**src/rtl/frame_assemble.sv**
```systemverilog
// ---------------------------------------------------------------------------
// frame_assemble
//   Serial subframe transmitter. Takes 20-bit audio samples plus a 4-bit aux
//   nibble over a valid/ready handshake and serializes 32-bit subframes
//   (A then B per frame, FRAMES frames per block) at one bit per BIT_DIV
//   clocks. It inserts the valid, user and channel-status bits and the even
//   parity bit. The channel-status stream carries the latched cs_word in
//   frames 0..31 and a CRC-8 (poly 0x1D, init 0xFF) in frames 184..191.
//
// Ports
//   clk, rst_n     : clock, asynchronous active-low reset
//   enable         : start/continue streaming, sampled only at block boundaries
//   din, auxin     : sample and aux nibble, MSB sent first
//   din_valid      : sample available
//   din_ready      : accept strobe, combinational, high in the bit-0 cycle
//   cs_word        : channel-status word, latched at block start
//   dout, vout     : serial bit and its one-cycle valid strobe
//   out_channel    : 0 = subframe A, 1 = subframe B
//   frame_counter  : frame index within block
//   block_start    : pulses with vout of frame 0 / A / bit 0
//   underrun       : pulses with vout of bit 0 when no sample was available
// ---------------------------------------------------------------------------
module frame_assemble #(
    parameter int BIT_DIV = 4,
    parameter int FRAMES  = 192
) (
    input  logic        clk,
    input  logic        rst_n,
    input  logic        enable,
    input  logic [19:0] din,
    input  logic [3:0]  auxin,
    input  logic        din_valid,
    output logic        din_ready,
    input  logic [31:0] cs_word,
    output logic        dout,
    output logic        vout,
    output logic        out_channel,
    output logic [7:0]  frame_counter,
    output logic        block_start,
    output logic        underrun
);

    localparam int              DIV_W      = (BIT_DIV > 2) ? $clog2(BIT_DIV) : 1;
    localparam logic [DIV_W-1:0] DIV_LAST  = DIV_W'(BIT_DIV - 1);
    localparam logic [7:0]      FRAME_LAST = 8'(FRAMES - 1);

    typedef enum logic {S_IDLE, S_SEND} state_t;

    state_t             r_state;
    state_t             w_state_next;

    logic [DIV_W-1:0]   r_div;
    logic [4:0]         r_bit;
    logic               r_chan;
    logic [7:0]         r_frame;
    logic [31:0]        r_cs;
    logic [7:0]         r_crc;
    logic [3:0]         r_aux;
    logic [19:0]        r_data;
    logic               r_uflag;
    logic               r_par;

    logic               r_dout;
    logic               r_vout;
    logic               r_out_channel;
    logic [7:0]         r_frame_counter;
    logic               r_block_start;
    logic               r_underrun;

    logic               w_emit;
    logic               w_bit_end;
    logic               w_block_end;
    logic               w_sub_start;
    logic               w_restart;
    logic               w_bit;
    logic               w_cs_bit;
    logic [4:0]         w_aux_pos;
    logic [4:0]         w_dat_pos;
    logic [4:0]         w_cs_pos;
    logic               w_crc_fb;
    logic [7:0]         w_crc_next;

    // ---------------- FSM: state register ----------------
    always_ff @(posedge clk or negedge rst_n) begin
        if (!rst_n) begin
            r_state <= S_IDLE;
        end else begin
            r_state <= w_state_next;
        end
    end

    // ---------------- FSM: next state ----------------
    always_comb begin
        w_state_next = r_state;
        case (r_state)
            S_IDLE: if (enable) w_state_next = S_SEND;
            S_SEND: if (w_block_end && !enable) w_state_next = S_IDLE;
            default: w_state_next = S_IDLE;
        endcase
    end

    // ---------------- FSM: control outputs ----------------
    always_comb begin
        w_emit      = (r_state == S_SEND) && (r_div == '0);
        w_bit_end   = (r_state == S_SEND) && (r_div == DIV_LAST);
        w_block_end = w_bit_end && (r_bit == 5'd31) && r_chan && (r_frame == FRAME_LAST);
        w_sub_start = w_emit && (r_bit == 5'd0);
        // A block starts either from IDLE or back-to-back at the block end.
        w_restart   = ((r_state == S_IDLE) && enable) || (w_block_end && enable);
        din_ready   = w_sub_start && din_valid;
    end

    // ---------------- channel-status bit for the current frame ----------------
    always_comb begin
        w_cs_pos = 5'd31 - r_frame[4:0];
        w_cs_bit = 1'b0;
        if (r_frame < 8'd32) begin
            w_cs_bit = r_cs[w_cs_pos];
        end else if (r_frame >= 8'd184) begin
            // Frames 184..191 shift the frozen CRC out MSB first; the low
            // three frame bits run 0..7 over that range.
            w_cs_bit = r_crc[~r_frame[2:0]];
        end
    end

    assign w_crc_fb   = r_crc[7] ^ w_cs_bit;
    assign w_crc_next = {r_crc[6:0], 1'b0} ^ (w_crc_fb ? 8'h1D : 8'h00);

    // ---------------- bit selection ----------------
    always_comb begin
        w_aux_pos = 5'd3 - r_bit;
        w_dat_pos = 5'd23 - r_bit;
        w_bit     = 1'b0;
        if (r_bit == 5'd0) begin
            // Bit 0 is sent straight from the input being captured this cycle.
            w_bit = din_valid & auxin[3];
        end else if (r_bit < 5'd4) begin
            w_bit = r_aux[w_aux_pos[1:0]];
        end else if (r_bit < 5'd24) begin
            w_bit = r_data[w_dat_pos];
        end else if (r_bit == 5'd24) begin
            w_bit = r_uflag;
        end else if (r_bit == 5'd26) begin
            w_bit = w_cs_bit;
        end else if (r_bit == 5'd31) begin
            w_bit = r_par;
        end
    end

    // ---------------- datapath ----------------
    always_ff @(posedge clk or negedge rst_n) begin
        if (!rst_n) begin
            r_div           <= '0;
            r_bit           <= '0;
            r_chan          <= 1'b0;
            r_frame         <= '0;
            r_cs            <= '0;
            r_crc           <= 8'hFF;
            r_aux           <= '0;
            r_data          <= '0;
            r_uflag         <= 1'b0;
            r_par           <= 1'b0;
            r_dout          <= 1'b0;
            r_vout          <= 1'b0;
            r_out_channel   <= 1'b0;
            r_frame_counter <= '0;
            r_block_start   <= 1'b0;
            r_underrun      <= 1'b0;
        end else begin
            if (w_restart) begin
                r_cs    <= cs_word;
                r_crc   <= 8'hFF;
                r_div   <= '0;
                r_bit   <= '0;
                r_chan  <= 1'b0;
                r_frame <= '0;
            end else if (r_state == S_SEND) begin
                if (w_bit_end) begin
                    r_div <= '0;
                    r_bit <= r_bit + 5'd1;
                    if (r_bit == 5'd31) begin
                        r_chan <= ~r_chan;
                        if (r_chan) r_frame <= r_frame + 8'd1;
                    end
                end else begin
                    r_div <= r_div + DIV_W'(1);
                end
                // Only subframe A's channel bits before frame 184 feed the CRC.
                if (w_emit && (r_bit == 5'd26) && !r_chan && (r_frame < 8'd184)) begin
                    r_crc <= w_crc_next;
                end
            end

            if (w_sub_start) begin
                r_aux   <= din_valid ? auxin : 4'h0;
                r_data  <= din_valid ? din : 20'h0;
                r_uflag <= ~din_valid;
            end

            // Running XOR of bits 0..30 becomes bit 31.
            if (w_emit) begin
                r_par <= (r_bit == 5'd0) ? w_bit : (r_par ^ w_bit);
            end

            r_vout        <= w_emit;
            r_block_start <= w_sub_start && !r_chan && (r_frame == 8'd0);
            r_underrun    <= w_sub_start && !din_valid;

            if (w_emit) begin
                r_dout          <= w_bit;
                r_out_channel   <= r_chan;
                r_frame_counter <= r_frame;
            end else if (r_state == S_IDLE) begin
                r_dout <= 1'b0;
            end
        end
    end

    assign dout          = r_dout;
    assign vout          = r_vout;
    assign out_channel   = r_out_channel;
    assign frame_counter = r_frame_counter;
    assign block_start   = r_block_start;
    assign underrun      = r_underrun;

endmodule

```
**config.mk**
```make
export PLATFORM = sky130hd
export DESIGN_NAME = frame_assemble
export DESIGN_NICKNAME = d
export VERILOG_FILES = /design/src/rtl/frame_assemble.sv
export SDC_FILE = /design/constraint.sdc
export NUM_CORES = 1
export LEC_CHECK = 0
export ABC_CLOCK_PERIOD_IN_PS = 6200
export BUFFER_PORTS_ARGS = -buffer_cell sky130_fd_sc_hd__buf_2
export CAP_MARGIN = 30
export CORE_ASPECT_RATIO = 0.6
export CORE_UTILIZATION = 60
export CTS_BUF_LIST = sky130_fd_sc_hd__clkbuf_4 sky130_fd_sc_hd__clkbuf_8
export DETAILED_ROUTE_END_ITERATION = 10
export PLACE_DENSITY = 0.81
export SETUP_SLACK_MARGIN = 0.02
export SLEW_MARGIN = 20
export SYNTH_ARGS = -nofsm -noshare
export SYNTH_HDL_FRONTEND = slang
export SYNTH_SLANG_ARGS = --single-unit
```
**constraint.sdc**
```tcl
create_clock -name clk -period 6.2 [get_ports clk]
set_clock_uncertainty 0.15 [all_clocks]
set_input_delay 0.93 -clock clk [delete_from_list [all_inputs] [get_ports clk]]
set_output_delay 0.93 -clock clk [all_outputs]
set_load 0.1 [all_outputs]
```
=== Yosys cells after proc, flatten, opt, wreduce, memory -nomap -nowiden ===
Cells that the tools add are included.

* Register bits after elaboration: 96
* Logic and storage cells: 121
* Output and inout port bits: 14

* Order comparisons: 9
* Add/subtract/negate cells: 6
* Muxes and demuxes: 43
* Eq/ne operators: 6
* Reduce and logical (&&, ||, !) cells: 32
* Bitwise gates (word level): 8

{| class="wikitable"
|+ Operator list
! operator !! number
|-
| two-way mux 8 bit || 8
|-
| two-way mux 1 bit || 21
|-
| two-way mux 20 bit || 1
|-
| two-way mux 5 bit || 4
|-
| logical AND 1 bit || 16
|-
| equality test 5 bit (second input constant) || 3
|-
| < comparator 5 x 6 -> 1 bit (second input constant) || 2
|-
| binary-select mux 1 bit (select 5 bit) || 2
|-
| nonzero test 2 bit || 5
|-
| subtractor 5 bit (first input constant) || 2
|-
| adder 8 x 1 -> 8 bit (second input constant) || 1
|-
| equality test 8 bit (second input constant) || 1
|-
| >= comparator 8 bit (second input constant) || 1
|-
| logical NOT 8 bit || 1
|-
| < comparator 8 x 6 -> 1 bit (second input constant) || 1
|-
| < comparator 8 bit (second input constant) || 1
|-
| XOR 8 x 5 -> 8 bit || 1
|-
| two-way mux 2 bit || 3
|-
| adder 5 x 1 -> 5 bit (second input constant) || 1
|-
| logical NOT 5 bit || 1
|-
| < comparator 5 x 3 -> 1 bit (second input constant) || 1
|-
| < comparator 5 bit (second input constant) || 1
|-
| < comparator 3 x 4 -> 1 bit (second input constant) || 1
|-
| two-way mux 4 bit || 1
|-
| other kinds (18) || 24
|}

=== Longest topological paths before layout ===
Gate-level depths: netlist (run 1).

* Word-level depth: 12
* Depth in mapped cells: 12

=== Worst setup path after synthesis (run 1) ===
Ideal clock, no wire load.

* Path type: reg2out
* Start point: register r_bit[0]
* End point: output port din_ready
* Slack: 2.878 ns
* Path buffers: 1
* Cell stages (with the launch flop): 7
* Data arrival time: 2.242 ns
* Cells stage by stage: dfrtp_1 > buf_4 > inv_1 > ha_1 > or2b_2 > nor3_1 > and3_1

* Word-level cells in the longest chain between the ends: 3

{| class="wikitable"
|+ Ends and longest elaborated chain
! element !! RTL line !! RTL
|-
| start, declared || 53 || <nowiki>logic [4:0] r_bit;</nowiki>
|-
| start signal, assigned || 180 || <nowiki>r_bit <= r_bit + 5'd1;</nowiki>
|-
| logical NOT 5 bit || 107 || <nowiki>w_sub_start = w_emit && (r_bit == 5'd0);</nowiki>
|-
| logical AND 1 bit || 107 ||
|-
| logical AND 1 bit || 110 || <nowiki>din_ready = w_sub_start && din_valid;</nowiki>
|-
| end, declared || 33 || <nowiki>output logic din_ready,</nowiki>
|}

Every way passes these cells.

=== Worst setup path after layout (run 1) ===
Ends and elaborated chain as after synthesis.

==> results by group, run 1 <==
STA
  – FMAX: 267.1 MHz
  – Worst slew margin: 44.23%
  – Final min period: 3744 ps
  – Count of pins over their slew limit: 0
  – Least-Margin Pin Slew: 836.5 ps
  – Final period util: 60.38%
  – Final setup TNS: 0 ps
  – Final Hold Violating Endpoints: 0
  – RSZ-0062 raised after global routing: false
  – Setup-failing EPs final: 0

Critical path
  – CP required: 5120 ps
  – Startpoint types: flip-flop
  – Worst Path Arrival: 2660 ps
  – Reg2reg setup slack: 2860 ps
  – CP Capture Type: primary output
  – Setup CP Type: flip-flop to primary output
  – Critical path fanouts, max: 10

Clocking
  – CTS tree: yes
  – Num CTS Buffers: 9
  – Worst skew pair latency: 370 ps
  – Clock Pin Slew Worst Setup and Hold Paths: 90 ps
  – Htree depth: 3
  – Sink Count: 96
  – Clock Tree Root: clkbuf_8
  – Cts hold-fix bufs: 0
  – Postcts setup bufs: 0
  – CTS-repair resized insts: 0
  – CTS max path bufs: 2

Power and ir drop
  – PD cells: 222.7 nW/µm²
  – Static Leak: 2.732 nW
  – Pwr Total: 1.187 mW
  – Worst vdd ir: 0.0001897 V

Route
  – Vias per cell: 5.382
  – First-iteration detailed-routing DRC count: 281
  – Routed WL: 9511 µm
  – Vias: 3,434
  – Routed len/inst: 14.91 µm
  – Residual DRC: 0
  – Drt first pass iters: 5
  – DRT antenna net count: 0

Global route
  – Gr busiest metal: met1
  – M1 GR Usage: 39.63%
  – First-pass GRT wire length: 16,150 µm
  – Vias in the first global route: 3,286
  – Met2 usage: 36.29%
  – Gr usage total: 25.94%
  – Largest net degree at the start of global routing: 51
  – Initial antenna violation count: 0
  – Total global routing overflow: 0
  – M3 GR Usage: 7.883%

Floorplan
  – Initial Utilization: 63.42%
  – Core area: 7447 µm²
  – Chip width: 116.5 µm
  – Die ar.: 8243 µm²
  – FP Rows: 24
  – Die span in y: 70.73 µm
  – I/O pins: 74

Status
  – Status: completed

Cells and area
  – Non-filler cells, final: 638
  – Final #Nets: 600
  – Area grow syn2layout: 12.87%
  – Share of cells above drive strength 1: 23.41%
  – Fillcell total: 590
  – Final instance area: 5331 µm²
  – Antenna fix cells: 0

Yosys
  – Async set-reset flop share out of synthesis: 100.0%
  – Mapped Area: 4723 µm²
  – Avg Cell Area, Syn: 10.03 µm²
  – Flops & latches, synth: 96
  – Gate Count Post-Synth: 471
  – Top_reg_cell synth: dfrtp_1
  – Synth Warn #: 0
  – Yosys cell types: 51
  – Post-synthesis sequential area ratio: 51.07%
  – Syn_nets: 542
  – Post-synth top area cell: dfrtp_1
  – Synth top area cells: dfrtp_1 47%, nand2_1 13%, dfstp_2 4.5%, mux4_2 4.3%, mux4_1 3.3%
  – Synth top area share: 46.62%
  – EDFF count, synth: 0

Placed design
  – Port bufs: 73
  – DP Area: 5082 µm²
  – Cells after DPL: 622
  – GPL Wtd Cong: 0.9070
  – Placed wire-length estimate: 6727 µm

Job
  – Max-cap viol count: 0

Worst hold path
  – Hold Path Class: flip-flop to flip-flop
## cell usage after synthesis, types with 7 or more instances
library cell	number
mux2i_1	13
ha_1	11
nand2_1	166
o21ai_0	29
dfrtp_1	88
clkbuf_1	12
xnor2_1	7
dfstp_2	8
mux4_2	9
xor2_1	7
buf_2	10
nor2_1	21
inv_1	12
## per-stage QoR
| stage | hold WS [ps] | setup WS [ps] | util (%) |
|---|---|---|---|
| after floorplan | 287.3 | 2878 | - |
| after global placement | 300.3 | 2912 | 67.88 |
| after detailed placement | 305.1 | 2871 | 68.25 |
| after CTS | 326.4 | 2454 | 71.59 |
| after global routing | 344.5 | 2297 | 71.59 |
| final | 322.2 | 2457 | 71.59 |
## flip-flops by register name (all words and copies together) (netlist names), 2 cells and up
name	cells
r_frame	8
r_cs	32
r_div	2
r_aux	4
r_data	20
r_crc	8
frame_counter	8
r_bit	5
## layout by cell type (no fill, tap or decap), types with 2 or more instances in the layout
cell type and n:
ha_1 11, nand2_1 166, buf_2 72, xor2_1 7, nand4_1 4, o21ai_1 4
mux2_2 6, mux2i_1 13, inv_1 12, clkbuf_8 10, and2_1 2, dfstp_2 8
buf_4 4, mux4_2 9, nand2b_1 3, mux4_1 6, a31oi_1 3, a21o_1 2
nor3_1 4, a21oi_1 5, nor2_1 21, dfrtp_1 88, xnor2_1 7, and3_1 4
o21ai_0 29, bufinv_16 3, nand3_1 5
## metal layers
| metal | share of wire [%] | up-vias |
|---|---|---|
| li1 | - | 1685 |
| met4 | 1.1 | 0 |
| met1 | 50 | 1640 |
| met3 | 6.4 | 11 |
| met2 | 43 | 98 |
| met5 | 0 | - |
## critical path, cell delays in order, from the launching register on
cell	delay, ps
dfrtp_1	590
inv_1	160
ha_1	140
or2b_2	320
nor3_1	440
and3_1	230
buf_2	420
## final cells by class
cell class / count / area [µm²] / share of cell area (%)
Inverter: 12 / 45.04 / 0.8449
Clock buffer: 11 / 145.1 / 2.722
Tap cell: 104 / 130.1 / 2.441
Multi-Input combinational cell: 333 / 2077 / 38.96
Sequential cell: 96 / 2412 / 45.25
Clock inverter: 5 / 103.9 / 1.948
Timing Repair Buffer: 77 / 417.9 / 7.839
## path summary, 6_finish.rpt
kind                          start          to  depth (start not counted)
setup reg to reg           r_bit[0]     r_cs[5]                         10
setup / recovery           r_bit[0]   din_ready                          6
max in group asynchronous     rst_n   r_data[4]                          2
hold / removal             r_cs[26]    r_cs[26]                          2
min in group asynchronous     rst_n  r_data[17]                          1
hold reg to reg            r_cs[26]    r_cs[26]                          2
## kinds of logic (layout without fill, tap and decap cells)
group | count (synthesis) | in the layout | share of synthesized area, %
AO/OA/AOI/OAI | 56 | 56 | 7.391
XOR/XNOR | 15 | 15 | 2.941
adder cells (fa/ha/maj) | 11 | 11 | 2.914
buffers and inverters | 42 | 105 | 4.953
flip-flops | 96 | 96 | 51.07
multiplexers | 34 | 34 | 11.81
AND/OR/NAND/NOR | 217 | 217 | 18.91
## power breakdown
part	switching (mW)	internal, mW	total (mW)
clock	0.213	0.283	0.497
combinational	0.0289	0.0221	0.0510
sequential	0.00500	0.635	0.640
total	0.247	0.940	1.19
Note: power is estimated with default switching activity, not from simulation.
==> inputs of run 2 (changes only) <==
--- a/config.mk
+++ b/config.mk
@@ -5,14 +5,14 @@
 export SDC_FILE = /design/constraint.sdc
 export NUM_CORES = 1
 export LEC_CHECK = 0
-export ABC_CLOCK_PERIOD_IN_PS = 6200
+export ABC_CLOCK_PERIOD_IN_PS = 3700
 export BUFFER_PORTS_ARGS = -buffer_cell sky130_fd_sc_hd__buf_2
 export CAP_MARGIN = 30
 export CORE_ASPECT_RATIO = 0.6
-export CORE_UTILIZATION = 60
+export CORE_UTILIZATION = 59
 export CTS_BUF_LIST = sky130_fd_sc_hd__clkbuf_4 sky130_fd_sc_hd__clkbuf_8
 export DETAILED_ROUTE_END_ITERATION = 10
-export PLACE_DENSITY = 0.81
+export PLACE_DENSITY = 0.8
 export SETUP_SLACK_MARGIN = 0.02
 export SLEW_MARGIN = 20
 export SYNTH_ARGS = -nofsm -noshare
==> constraint.sdc (replaced) <==
create_clock -name clk -period 3.7 [get_ports clk]
set_clock_uncertainty 0.15 [all_clocks]
set_input_delay 0.555 -clock clk [delete_from_list [all_inputs] [get_ports clk]]
set_output_delay 0.555 -clock clk [all_outputs]
set_load 0.1 [all_outputs]
==> results by group, run 2 (synthesis results as in run 1) <==
Floorplan
  – Core area: 7507 µm² (was 7447 µm²)
  – Die ar.: 8379 µm² (was 8243 µm²)
  – Die span in y: 71.31 µm (was 70.73 µm)
  – FP Rows: 24 (unchanged)
  – Initial Utilization: 62.92% (was 63.42%)
  – I/O pins: 74 (unchanged)
  – Chip width: 117.5 µm (was 116.5 µm)

Power and ir drop
  – Pwr Total: 1.837 mW (was 1.187 mW)
  – Clk pwr share: 36.9% (was 41.8%)
  – PD cells: 346.9 nW/µm² (was 222.7 nW/µm²)
  – Switching Fraction: 22.02% (was 20.81%)
  – Internal power: 1.432 mW (was 0.9401 mW)
  – Net Switching: 0.4045 mW (was 0.2470 mW)
  – Static Leak: 2.720 nW (was 2.732 nW)
  – Sequential power share: 58.4% (was 53.9%)
  – Worst vdd ir: 0.0002324 V (was 0.0001897 V)
  – Logic pwr share: 4.7% (was 4.3%)

Job
  – Max-cap viol count: 0 (unchanged)

Route
  – Vias: 3,462 (was 3,434)
  – Routed len/inst: 15.45 µm (was 14.91 µm)
  – Residual DRC: 0 (unchanged)
  – Routed WL: 9905 µm (was 9511 µm)
  – DRT antenna net count: 0 (unchanged)
  – First-iteration detailed-routing DRC count: 155 (was 281)
  – Vias per cell: 5.401 (was 5.382)
  – Drt first pass iters: 4 (was 5)

Cells and area
  – Area grow syn2layout: 12.11% (was 12.87%)
  – Largest reg by FF count: r_cs (unchanged)
  – Final #Nets: 604 (was 600)
  – Share of cells above drive strength 1: 23.84% (was 23.41%)
  – Final instance area: 5295 µm² (was 5331 µm²)
  – Regs by FF count: r_cs (32), r_data (20) (unchanged)
  – Most frequent cells in the layout: 166 x nand2_1, 88 x dfrtp_1, 72 x buf_2, 29 x o21ai_0, 21 x nor2_1 (unchanged)
  – Most common cell after layout, fill and taps aside: nand2_1 (unchanged)
  – Number of flip-flops in the largest register: 32 (unchanged)
  – Antenna fix cells: 0 (unchanged)

Placed design
  – DP Area: 5105 µm² (was 5082 µm²)
  – GPL Wtd Cong: 0.8445 (was 0.9070)
  – Port bufs: 73 (unchanged)
  – Placed wire-length estimate: 7204 µm (was 6727 µm)

Clocking
  – Postcts setup bufs: 0 (unchanged)
  – Sink Count: 96 (unchanged)
  – Htree depth: 3 (unchanged)
  – Clock Pin Slew Worst Setup and Hold Paths: 80 ps (was 90 ps)
  – Worst skew pair latency: 370 ps (about the same)
  – Clock Tree Root: clkbuf_8 (unchanged)
  – CTS tree: yes (unchanged)
  – CTS max path bufs: 2 (unchanged)
  – Num CTS Buffers: 9 (unchanged)
  – Cts hold-fix bufs: 0 (unchanged)
  – CTS-repair resized insts: 0 (unchanged)

Critical path
  – Critical path's largest stage delay: 590 ps (about the same)
  – Critical R2R Capture: r_cs[23] (was r_cs[5])
  – CP Capture Type: primary output (unchanged)
  – Reg2reg setup slack: 600 ps (was 2860 ps)
  – Critical path fanouts, max: 10 (unchanged)
  – Startpoint types: flip-flop (unchanged)
  – Crit-path slowest cell: dfrtp_1 (unchanged)
  – CP required: 2990 ps (was 5120 ps)
  – Worst Reg-to-Reg Cells: 10 (unchanged)
  – Number of stages on the worst setup path: 6 (unchanged)
  – Worst reg2reg startpoint: r_bit[0] (unchanged)
  – Buf/Inv on CP: 2 (unchanged)
  – Worst Path Arrival: 2720 ps (was 2660 ps)
  – Setup CP Type: flip-flop to primary output (unchanged)
  – Crit-path leading delay family: simple AND/OR/NAND/NOR gates (unchanged)
  – CP cell instances: inv_1 > ha_1 > or2b_2 > nor3_1 > and3_1 > buf_2 (unchanged)

Global route
  – Total global routing overflow: 0 (unchanged)
  – First-pass GRT wire length: 16,700 µm (was 16,150 µm)
  – Largest net degree at the start of global routing: 53 (was 51)
  – Initial antenna violation count: 0 (unchanged)
  – Vias in the first global route: 3,358 (was 3,286)
  – Gr usage total: 26.10% (was 25.94%)

Status
  – Status: completed (unchanged)

STA
  – Count of pins over their slew limit: 0 (unchanged)
  – FMAX: 291.6 MHz
  – Worst slew margin: 56.32% (was 44.23%)
  – Final Hold Violating Endpoints: 0 (unchanged)
  – Final period util: 92.68%
  – Least-Margin Pin Slew: 655.2 ps (was 836.5 ps)
  – RSZ-0062 raised after global routing: false (unchanged)
  – Setup-failing EPs final: 0 (unchanged)
  – Final min period: 3429 ps
  – Final setup TNS: 0 ps (unchanged)

Worst hold path
  – Hold Path Class: primary input to asynchronous set/reset pin (was flip-flop to flip-flop)
-- run 2: worst max-delay path by stage --
stage	start	end	slack [ps]
after floorplan	r_bit[0]	din_ready	750
after global placement	r_bit[0]	din_ready	720
after detailed placement	r_bit[0]	r_cs[23]	650
after CTS	r_bit[0]	din_ready	270
after global routing	r_bit[0]	din_ready	130
final	r_bit[0]	din_ready	270
-- run 2: per-stage QoR --
stage	cells	util, %	hold slack, ps	worst slack (ps)
floorplan	471	-	109.4	753.5
global placement	626	68.00	302.3	718.6
detailed placement	626	68.00	307.1	652.5
CTS	641	70.53	78.94	266.6
global route	641	70.53	105.5	132.2
finish	641	70.53	65.26	271.0
-- run 2: per-layer routing --
metal / part of all wire, % / vias to the layer above / track usage [%]
li1: - / 1693 / -
met1: 50 / 1673 / 38.34
met2: 45 / 87 / 38.92
met3: 4.6 / 9 / 4.777
met4: 0.74 / 0 / 10.97
met5: 0 / - / 0
-- run 2: worst reg2reg max path, delay by kind of cell, from the launching register on --
kind	cells	cell delay [ps]
AO/OA/AOI/OAI	1	270
adder cells (fa/ha/maj)	2	440
buffers and inverters	1	280
flip-flops	1	700
AND/OR/NAND/NOR	6	1210
-- run 2: area by class of cell --
cell class | count | area (µm²)
Clock buffer | 11 | 145.1
Clock inverter | 4 | 45.04
Fill cell | 591 | 2212
Inverter | 12 | 45.04
Multi-Input combinational cell | 333 | 2077
Sequential cell | 96 | 2412
Tap cell | 104 | 130.1
Timing Repair Buffer | 81 | 440.4
-- run 2: power by group through the flow --
stage | clock network (mW) | logic [mW] | registers (mW)
after CTS | 0.692 | 0.0892 | 1.07
final | 0.677 | 0.0869 | 1.07
after global placement | 0 | 0.0865 | 1.09
after floorplan | 0 | 0.0267 | 1.09
after global routing | 0.728 | 0.0993 | 1.07
after detailed placement | 0 | 0.0891 | 1.09
==> inputs of run 3 (changes only) <==
--- a/config.mk
+++ b/config.mk
@@ -5,6 +5,7 @@
 export SDC_FILE = /design/constraint.sdc
 export NUM_CORES = 1
 export LEC_CHECK = 0
+export ABC_AREA = 1
 export ABC_CLOCK_PERIOD_IN_PS = 3700
 export BUFFER_PORTS_ARGS = -buffer_cell sky130_fd_sc_hd__buf_2
 export CAP_MARGIN = 30
==> results by group, run 3 <==
Status
  – Status: completed (unchanged)

Yosys
  – Synth top cells by count: 134 x nand2_1, 88 x dfrtp_1, 72 x o21ai_0 (was 166 x nand2_1, 88 x dfrtp_1, 29 x o21ai_0)
  – EDFF count, synth: 0 (unchanged)
  – Mapped Area: 4733 µm² (was 4723 µm²)
  – Top_reg_cell synth: dfrtp_1 (unchanged)
  – Async set-reset flop share out of synthesis: 100.0% (unchanged)
  – Avg Cell Area, Syn: 8.333 µm² (was 10.03 µm²)
  – Gate Count Post-Synth: 568 (was 471)
  – Post-synthesis sequential area ratio: 50.96% (was 51.07%)
  – Synth top area cells: dfrtp_1 47%, nand2_1 11%, o21ai_0 7.6%, inv_1 5.4%, dfstp_2 4.4% (was dfrtp_1 47%, nand2_1 13%, dfstp_2 4.5%, mux4_2 4.3%, mux4_1 3.3%)
  – Post-synth top area cell: dfrtp_1 (unchanged)
  – Syn_nets: 639 (was 542)
  – Synth top area share: 46.52% (was 46.62%)
  – Flops & latches, synth: 96 (unchanged)
  – Synth Warn #: 0 (unchanged)
  – Most frequent cell after synthesis: nand2_1 (unchanged)
  – Yosys cell types: 34 (was 51)

Critical path
  – Startpoint types: flip-flop (unchanged)
  – CP required: 2990 ps (about the same)
  – Critical path fanouts, max: 16 (was 10)
  – Critical path's largest stage delay: 620 ps (was 590 ps)
  – CP Capture Type: primary output (unchanged)
  – Worst Path Arrival: 2520 ps (was 2720 ps)
  – Setup CP Type: flip-flop to primary output (unchanged)
  – Crit-path slowest cell: dfrtp_1 (unchanged)
  – CP cell instances: inv_1 > ha_1 > nand3_1 > nor2_1 > buf_4 > nand2_1 > clkinv_1 > buf_12 (was inv_1 > ha_1 > or2b_2 > nor3_1 > and3_1 > buf_2)

Cells and area
  – Share of cells above drive strength 1: 18.34% (was 23.84%)
  – Number of flip-flops in the largest register: 32 (unchanged)
  – Fillcell total: 613 (was 591)
  – Area grow syn2layout: 13.80% (was 12.11%)
  – Non-filler cells, final: 742 (was 641)
  – Antenna fix cells: 0 (unchanged)
  – Most frequent cells in the layout: 133 x nand2_1, 88 x dfrtp_1, 72 x o21ai_0, 71 x buf_2, 68 x inv_1 (was 166 x nand2_1, 88 x dfrtp_1, 72 x buf_2, 29 x o21ai_0, 21 x nor2_1)
  – Final instance area: 5386 µm² (was 5295 µm²)
  – Regs by FF count: r_cs (32), r_data (20) (unchanged)
  – Most common cell after layout, fill and taps aside: nand2_1 (unchanged)
  – Final #Nets: 704 (was 604)
  – Largest reg by FF count: r_cs (unchanged)

Route
  – Vias: 4,046 (was 3,462)
  – Residual DRC: 0 (unchanged)
  – Drt first pass iters: 5 (was 4)
  – Routed len/inst: 14.73 µm (was 15.45 µm)
  – Routed WL: 10,930 µm (was 9905 µm)
  – Vias per cell: 5.453 (was 5.401)
  – DRT antenna net count: 0 (unchanged)
  – First-iteration detailed-routing DRC count: 398 (was 155)

Placed design
  – GPL Wtd Cong: 0.8948 (was 0.8445)
  – Port bufs: 73 (unchanged)
  – Cells after DPL: 726 (was 626)
  – Placed wire-length estimate: 7900 µm (was 7204 µm)
  – DP Area: 5164 µm² (was 5105 µm²)

Global route
  – Largest net degree at the start of global routing: 55 (was 53)
  – Vias in the first global route: 3,647 (was 3,358)
  – Gr usage total: 27.89% (was 26.10%)
  – Total global routing overflow: 0 (unchanged)
  – First-pass GRT wire length: 18,150 µm (was 16,700 µm)
  – Initial antenna violation count: 0 (unchanged)

Clocking
  – Clock Tree Root: clkbuf_8 (unchanged)
  – Worst skew pair latency: 370 ps (about the same)
  – Num CTS Buffers: 9 (unchanged)
  – CTS-repair resized insts: 0 (unchanged)
  – Cts hold-fix bufs: 0 (unchanged)
  – Postcts setup bufs: 0 (unchanged)
  – Clock Pin Slew Worst Setup and Hold Paths: 90 ps (was 80 ps)
  – Htree depth: 3 (unchanged)
  – CTS max path bufs: 2 (unchanged)
  – CTS tree: yes (unchanged)
  – Sink Count: 96 (unchanged)

Power and ir drop
  – Static Leak: 2.697 nW (was 2.720 nW)
  – Switching Fraction: 20.75% (was 22.02%)
  – PD cells: 347.7 nW/µm² (was 346.9 nW/µm²)
  – Clk pwr share: 41.2% (was 36.9%)
  – Net Switching: 0.3886 mW (was 0.4045 mW)
  – Internal power: 1.484 mW (was 1.432 mW)
  – Sequential power share: 56.0% (was 58.4%)
  – Pwr Total: 1.873 mW (was 1.837 mW)
  – Worst vdd ir: 0.0002408 V (was 0.0002324 V)
  – Logic pwr share: 2.9% (was 4.7%)

STA
  – Worst slew margin: 54.42% (was 56.32%)
  – Final setup TNS: 0 ps (unchanged)
  – Count of pins over their slew limit: 0 (unchanged)
  – RSZ-0062 raised after global routing: false (unchanged)
  – Setup-failing EPs final: 0 (unchanged)
  – Least-Margin Pin Slew: 683.7 ps (was 655.2 ps)
  – FMAX: 309.7 MHz (was 291.6 MHz)
  – Final min period: 3229 ps (was 3429 ps)
  – Final period util: 87.28% (was 92.68%)
  – Final Hold Violating Endpoints: 0 (unchanged)

Worst hold path
  – Hold Path Class: primary input to asynchronous set/reset pin (unchanged)

Floorplan
  – Die span in y: 71.38 µm (was 71.31 µm)
  – Initial Utilization: 63.05% (was 62.92%)
  – I/O pins: 74 (unchanged)
  – Core area: 7507 µm² (unchanged)
  – Die ar.: 8396 µm² (was 8379 µm²)
  – Chip width: 117.6 µm (was 117.5 µm)
  – FP Rows: 24 (unchanged)

Job
  – Max-cap viol count: 0 (unchanged)
-- run 3: cell count changes after synthesis, moves of 12 or more --
cell | previous run | this run
o21ai_0 | 29 | 72
a21oi_1 | 5 | 23
nor2_1 | 21 | 36
nand3_1 | 5 | 39
inv_1 | 12 | 68
nand2_1 | 166 | 134
mux2i_1 | 13 | 0
a22o_1 | 0 | 12
-- run 3: power by group through the flow --
stage	Combinational (mW)	Clock [mW]	Sequential (mW)
2_1_floorplan	0.000535	0	1.07
3_3_place_gp	0.0540	0	1.07
3_5_place_dp	0.0549	0	1.07
4_1_cts	0.0551	0.775	1.05
5_1_grt	0.0615	0.822	1.05
6_report	0.0534	0.771	1.05
-- run 3: cells by family (layout without fill, tap and decap cells) --
group / Yosys count / count (layout) / synth area share (%)
buffers and inverters: 102 / 172 / 9.199
and+or+nand+nor: 226 / 226 / 20.17
DFF: 96 / 96 / 50.96
adders and majority gates: 11 / 11 / 2.908
AOI/OAI and AO/OA: 123 / 123 / 14.51
xor gates and xnor gates: 10 / 10 / 2.247
-- run 3: area by class of cell --
cell class	count	area [µm²]	area share (%)
Tap cell	104	130.1	2.416
Inverter	76	285.3	5.296
Timing Repair Buffer	80	447.9	8.316
Multi-Input combinational cell	370	1888	35.05
Clock buffer	12	152.6	2.834
Clock inverter	4	70.07	1.301
Sequential cell	96	2412	44.79
-- run 3: worst paths after layout --
path                                        from                to  slack (ps)  cells past startpoint
worst max register to register          r_bit[0]          r_crc[7]         590                     12
worst min register to register  frame_counter[7]  frame_counter[7]         330                      2
worst max-delay path                    r_bit[0]         din_ready         470                      8
worst min-delay path                       rst_n          underrun          70                      1
min in group clk                       din_valid          underrun         200                      2
max in group asynchronous                  rst_n         r_data[4]        2550                      2
-- run 3: per-stage QoR --
| stage | util, % | worst slack (ps) | hold WS, ps |
|---|---|---|---|
| 6_report | 71.75 | 470.6 | 67.28 |
| 3_3_place_gp | 68.78 | 852.2 | 312.1 |
| 5_1_grt | 71.75 | 189.1 | 112.3 |
| 3_5_place_dp | 68.78 | 656.7 | 313.0 |
| 2_1_floorplan | - | 1093 | 109.4 |
| 4_1_cts | 71.75 | 487.6 | 88.34 |
-- run 3: critical path, delay by kind of cell, from the launching register on --
| family | cells | cell delay [ps] |
|---|---|---|
| DFF | 1 | 620 |
| and+or+nand+nor | 3 | 300 |
| adders and majority gates | 1 | 360 |
| buffers and inverters | 4 | 870 |
-- run 3: routing by layer --
metal  part of all wire [%]  vias to the layer above  track usage, %  wire (µm)
met5                      0                        -               0          0
met4                   0.61                        0           6.553         67
met3                    8.1                        8           7.564        890
met2                     40                      150           37.97       4395
met1                     51                     1927           43.95       5575
li1                       -                     1961               -          -
